## config.mk

```make
export PLATFORM = sky130hd
export DESIGN_NAME = instr_fetch_unit
export DESIGN_NICKNAME = d
export VERILOG_FILES = /design/src/rtl/instr_fetch_unit.sv
export SDC_FILE = /design/constraint.sdc
export NUM_CORES = 1
export LEC_CHECK = 0
export CAP_MARGIN = 20
export CORE_UTILIZATION = 34
export CTS_CLUSTER_SIZE = 40
export DETAILED_ROUTE_END_ITERATION = 12
export GPL_TIMING_DRIVEN = 0
export PLACE_DENSITY = 0.76
export SETUP_SLACK_MARGIN = 0.05
export SLEW_MARGIN = 20
export SYNTH_ARGS = -nofsm -noshare
export SYNTH_HDL_FRONTEND = slang
export SYNTH_SLANG_ARGS = --single-unit
export TNS_END_PERCENT = 100
```

## constraint.sdc

```tcl
create_clock -name clk -period 7.45 [get_ports clk]
set_input_delay 1.49 -clock clk [delete_from_list [all_inputs] [get_ports clk]]
set_output_delay 1.49 -clock clk [all_outputs]
set_load 0.02 [all_outputs]
```

## src/rtl/instr_fetch_unit.sv

```systemverilog
`default_nettype none
// ============================================================================
//  Module   : instr_fetch_unit
//  Purpose  : Fetch stage for the single-cycle RISC-V core. Holds the PC,
//             fetches from instruction memory over a req/ack handshake,
//             presents the word to the decoder and advances the PC by either
//             +4 or the sign-extended branch offset when the core consumes it.
//  Options  : FETCH_MISALIGN_TRAP_EN - trap on a misaligned next PC (sticky
//             FAULT state) instead of silently clearing the low PC bits.
//  Revision : 1.0 - initial release
// ============================================================================
module instr_fetch_unit #(
    parameter int              XLEN     = 32,
    parameter logic [XLEN-1:0] RESET_PC = '0
) (
    input  logic            clk,
    input  logic            rst,
    output logic            imem_req,
    output logic [XLEN-1:0] imem_addr,
    input  logic            imem_ack,
    input  logic [XLEN-1:0] imem_rdata,
    output logic [XLEN-1:0] instr,
    output logic [XLEN-1:0] pc,
    output logic [XLEN-1:0] pc_plus4,
    output logic            instr_valid,
    input  logic            instr_ready,
    input  logic            pc_src,
    input  logic [XLEN-1:0] imm_ext,
    output logic            fetch_fault
);

    // addi x0, x0, 0 - harmless word shown to the decoder out of reset
    localparam logic [XLEN-1:0] c_NOP = XLEN'(32'h0000_0013);

    typedef enum logic [1:0] {
        START = 2'd0,
        FETCH = 2'd1,
        VALID = 2'd2,
        FAULT = 2'd3
    } state_t;

    state_t          r_state;
    state_t          w_stateNext;
    logic [XLEN-1:0] r_pc;
    logic [XLEN-1:0] r_instr;
    logic [XLEN-1:0] w_pcPlus4;
    logic [XLEN-1:0] w_pcTarget;
    logic [XLEN-1:0] w_nextPc;
    logic [XLEN-1:0] w_pcLoad;
    logic            w_consume;
    logic            w_fetchDone;

    // Both candidate PCs wrap modulo 2^XLEN; no overflow is reported
    assign w_pcPlus4  = r_pc + XLEN'(4);
    assign w_pcTarget = r_pc + imm_ext;
    assign w_nextPc   = pc_src ? w_pcTarget : w_pcPlus4;

`ifdef FETCH_MISALIGN_TRAP_EN
    logic w_misaligned;
    // The offending PC is kept as-is so the trap handler can see it
    assign w_misaligned = (w_nextPc[1:0] != 2'b00);
    assign w_pcLoad     = w_nextPc;
`else
    // Without the trap, a misaligned target is silently word-aligned
    assign w_pcLoad     = w_nextPc & ~XLEN'(3);
`endif

    assign imem_addr = r_pc;
    assign pc        = r_pc;
    assign pc_plus4  = w_pcPlus4;
    assign instr     = r_instr;

    // FSM state register
    always_ff @(posedge clk) begin
        if (rst) begin
            r_state <= START;
        end else begin
            r_state <= w_stateNext;
        end
    end

    // PC and instruction latch; only updated on a completed fetch or a consume
    always_ff @(posedge clk) begin
        if (rst) begin
            r_pc    <= RESET_PC;
            r_instr <= c_NOP;
        end else begin
            if (w_fetchDone) begin
                r_instr <= imem_rdata;
            end
            if (w_consume) begin
                r_pc <= w_pcLoad;
            end
        end
    end

    // Next-state and handshake outputs decoded from the current state
    always_comb begin
        w_stateNext = r_state;
        imem_req    = 1'b0;
        instr_valid = 1'b0;
        w_consume   = 1'b0;
        w_fetchDone = 1'b0;
`ifdef FETCH_MISALIGN_TRAP_EN
        fetch_fault = 1'b0;
`endif
        case (r_state)
            START: begin
                w_stateNext = FETCH;
            end
            FETCH: begin
                imem_req = 1'b1;
                if (imem_ack) begin
                    w_fetchDone = 1'b1;
                    w_stateNext = VALID;
                end
            end
            VALID: begin
                instr_valid = 1'b1;
                if (instr_ready) begin
                    w_consume = 1'b1;
`ifdef FETCH_MISALIGN_TRAP_EN
                    w_stateNext = w_misaligned ? FAULT : FETCH;
`else
                    w_stateNext = FETCH;
`endif
                end
            end
`ifdef FETCH_MISALIGN_TRAP_EN
            FAULT: begin
                // Sticky until reset: no requests, nothing to execute
                fetch_fault = 1'b1;
            end
`endif
            default: begin
                w_stateNext = START;
            end
        endcase
    end

`ifndef FETCH_MISALIGN_TRAP_EN
    assign fetch_fault = 1'b0;
`endif

endmodule
`default_nettype wire

```

# ---- Word-level counts from Yosys, hierarchy flattened
# Index checks and enable logic that the tools add are counted.
dict set report op_classes {
  n_reduce_logical 2
  n_addsub 2
  muxes 10
  eq_ne 4
}
# op count
set op_table {}
lappend op_table {{$add A32 B3 Y32 const B} 1}
lappend op_table {{$add A32 B32 Y32} 1}
lappend op_table {{$mux W32} 1}
lappend op_table {{$mux W1} 6}
lappend op_table {{$pmux W2 S3} 1}
lappend op_table {{$mux W2} 2}
lappend op_table {{$ne A2 B2 Y1 const B} 2}
lappend op_table {{$eq A2 B1 Y1 const B} 1}
lappend op_table {{$eq A2 B2 Y1 const B} 1}
lappend op_table {{$logic_not A2 Y1} 1}
lappend op_table {{$reduce_and A2 Y1} 1}
dict set report word_totals {
  reg_bits 64
  wordCells 21
  input_bits 69
  out_inout_bits 131
}

# ---- Logic depth before layout (Yosys ltp)
dict set report depth {
  ltp_word 3
  depth_mapped 10
  mapped_depth_nobuf 10
}

# ---- Worst setup path after synthesis
# Ideal clock, no wire load.
dict set report synth_timing {
  path_kind {register to output}
  start {register r_pc[3] (netlist: imem_addr[3])}
  end {output port pc_plus4[26]}
  t_required_ps 5960
  n_path_buf 0
  stages_incl_launch_ff 8
  path_slack_ps 3744
  arrival_time_ps 2216
  cell_sequence {dfxtp_1 ha_1 nand3_1 nor2_1 and2_1 nand4_1 or2_1 xnor2_1}
}
dict set report synth_between {
  elab_chain_len 1
}
# item line
set synth_lines {}
lappend synth_lines {{from (decl)} 44} ;# logic [XLEN-1:0] r_pc;
lappend synth_lines {{from (signal assigned)} 92} ;# r_pc <= w_pcLoad;
lappend synth_lines {{$add A32 B3 Y32} 54} ;# assign w_pcPlus4 = r_pc + XLEN'(4);
lappend synth_lines {{to (decl)} 24} ;# output logic [XLEN-1:0] pc_plus4,
# Every way passes these cells.

# ---- Worst setup path after layout
# Same ends and word-level chain as after synthesis.

==> summary.txt <==
STA
  • Fmax: 0.205 GHz
  • PnR worst setup slack: between 2 and 3 ns
  • Tightest Pin Transition: about 0.74 ns
  • Rel. slew slack: 0.505
  • Period utilization: 0.656
  • Setup tns final: 0 ns
  • Worst clock skew on the final layout: just under 0.008 ns
  • Min Tclk post-route: 4.89 ns
  • Final setup viols: 0
  • Fin. Hold Viols: 0
  • Pins Over Slew Limit: 0
  • RSZ-0062 raised after global routing: no

Pwr
  • Clock share of power: 0.420
  • Overall power: slightly below 1 mW
  • Switching Share: 0.279
  • Power Density: 132 nW/um^2
  • Power Internal: 0.711 mW
  • P_leak: between 2 and 3 nW
  • Sw power: 0.275 mW
  • Flop pwr share: 0.370
  • Combinational share of power: 0.210
  • VDD IR-drop max: approximately 130 uV

Global route
  • Antenna violations before repair: 0
  • First-pass GRT wire length: 24.9 mm
  • Vias in the first global route: slightly below 5000
  • Largest net degree at the start of global routing: 12
  • All-layer global routing usage: 0.210
  • Gr ovfl total: 0

Critical path
  • Crit end category: output port
  • Path depth of the worst reg2reg path: 10
  • Worst reg-to-reg setup slack: ~4.6 ns
  • Worst reg2reg path startpoint: imem_addr[2]
  • Data required time at the worst endpoint: slightly below 6 ns
  • R2r endpoint: imem_addr[22]
  • Critical path arrival: 3.40 ns
  • CP max FO: 8
  • Crit path launch type: register
  • Crit path kind: register to output port
  • Crit path from: imem_addr[3]

Clock tree
  • CTS tree: done
  • Gates resized, CTS repair: 0
  • Root buffer cell: clkbuf_16
  • CTS Buffer Depth: 2
  • Htree depth: 3
  • Number of setup buffers added after CTS: 0
  • Clk slew on worst S/H paths: 0.05 ns
  • Cts hold-fix bufs: 0
  • Clk_lat worst skew: around 0.34 ns
  • Num CTS Buffers: 9
  • Clock Sinks: 64

Status
  • Status: completed

Logic synthesis
  • Async SR Flop Fraction: 0
  • Synth top cells by count: 111 x nand2_1, 83 x a21oi_1, 64 x dfxtp_1
  • Predominant post-synthesis flop cell: dfxtp_1
  • Post-synth EDFFs: 0
  • Distinct cells, synth: 64
  • Ys Warns: 0
  • Yosys top cell area share: 0.256
  • Cell taking the most area after synthesis: dfxtp_1
  • Cells after Synth: roughly 680
  • Syn Area/Cell: around 7.4 um^2
  • Mapped Area: ~5000 um^2
  • Synth area leaders: dfxtp_1 26%, nand2_1 8.3%, a21oi_1 8.3%
  • Cell with the most instances after synthesis: nand2_1
  • Register area share after synthesis: 0.256
  • #FFs+latches synth: between 60 and 70

Min path
  • Worst hold path class: register to register
  • Hold Path Stages: 2
  • Hold endpoint: instr[8]
  • Hold path start: instr[8]

Floorplan
  • Die width: between 100 and 150 um
  • Row cnt: 44
  • I/O pins: 200
  • Die Ht: between 100 and 150 um
  • Initial core utilization: 0.346
  • Area of the die: 15200 um^2
  • Core area: between 10000 and 15000 um^2

Placement
  • Area after DPL: 7160 um^2
  • IO Port Bufs: between 150 and 200
  • RePlAce Congestion: 0.899
  • HPWL after DPL: about 13 mm
  • Setup WS pre-CTS: around 3.0 ns

Route
  • Routed wire length: around 16 mm
  • TritonRoute pass-1 iters: 5
  • Via Count: between 5000 and 6000
  • Wire length per cell: roughly 15 um
  • Post-route ant nets: 0
  • Avg Vias per Cell: 5.11
  • Residual DRC count: 0
  • Initial drt markers: ~440

Layout
  • Multi-input gate area: approximately 3200 um^2
  • N_diodes: 0
  • FILL cells: about 1400
  • Final Cell Area: around 7400 um^2
  • Final core utilization: 0.514
  • FF+latch area: roughly 1300 um^2
  • Area growth from synthesis to layout: 48.5%
  • Share of layout cells above drive strength 1: 0.0880
  • Final nets: approximately 1000

Run
  • Max Cap Viol: 0
metal layers:
| layer | share of wire | global-route usage |
|---|---|---|
| met4 | 0.019 | 0.0655 |
| met1 | 0.44 | 0.290 |
| met3 | 0.075 | 0.0286 |
| met2 | 0.47 | 0.336 |
| met5 | 0 | 0 |
worst max path at each step:
| stage | endpoint | slack, ns | depth (start not counted) |
|---|---|---|---|
| 4_1_cts | pc_plus4[26] | 2.61 | 8 |
| 3_5_place_dp | pc_plus4[26] | 2.97 | 8 |
| 6_report | pc_plus4[26] | 2.56 | 8 |
| 5_1_grt | pc_plus4[26] | 2.43 | 8 |
| 3_3_place_gp | pc_plus4[26] | 2.94 | 8 |
| 2_1_floorplan | pc_plus4[26] | 3.74 | 7 |
power groups by stage:
stage / clock, mW / combinational [mW] / sequential (mW)
CTS: 0.419 / 0.207 / 0.365
global placement: 0 / 0.204 / 0.372
global route: 0.433 / 0.225 / 0.367
detailed placement: 0 / 0.206 / 0.373
floorplan: 0 / 0.100 / 0.384
finish: 0.414 / 0.207 / 0.365
critical path, stage by stage (launching register included):
cell and delay [ns]:
dfxtp_1 0.53, ha_1 0.30, nand3_1 0.18, nor2_1 0.32, and2_1 0.30, nand4_1 0.23, or2_1 0.32, xnor2_1 0.22
clkdlybuf4s50_1 0.66
placed cells by master (no fill, tap or decap), types with 9 or more instances in the layout:
cell type / n
buf_4: 38
clkbuf_16: 9
a21oi_1: 83
nand3_1: 20
clkdlybuf4s50_1: 189
a31oi_1: 11
inv_1: 14
nor3_1: 14
nand2_1: 111
o21ai_0: 24
xor2_1: 26
dfxtp_1: 64
xnor2_1: 27
a22oi_1: 9
a211oi_1: 9
clkbuf_1: 26
nor2_1: 60
and3_1: 11
ha_1: 30
cell families after synthesis:
logic type	Yosys count	share of synthesized area
AND/OR/NAND/NOR	252	0.226
flip-flops	64	0.256
AO/OA/AOI/OAI	184	0.232
other	1	0.000748
buffers and inverters	87	0.106
multiplexers	4	0.00848
adder cells (fa/ha/maj)	31	0.0789
XOR/XNOR	53	0.0926
flip-flops by register name (all words and copies together), names as in the netlist:
register,count
instr,32
imem_addr,30
r_state,2
stage by stage:
stage	instances	hold WS, ns
2_1_floorplan	682	0.521
3_3_place_gp	1055	0.441
3_5_place_dp	1055	0.447
4_1_cts	1070	0.454
5_1_grt	1070	0.467
6_report	1070	0.452
area by class of cell:
class | count | area share
timing repair buffer | 189 | 0.254
buffer | 73 | 0.0640
multi-input combinational | 531 | 0.433
sequential | 64 | 0.172
inverter | 14 | 0.00706
tap | 184 | 0.0309
clock inverter | 6 | 0.00824
clock buffer | 9 | 0.0303
Power figures use the tool's default switching activity.
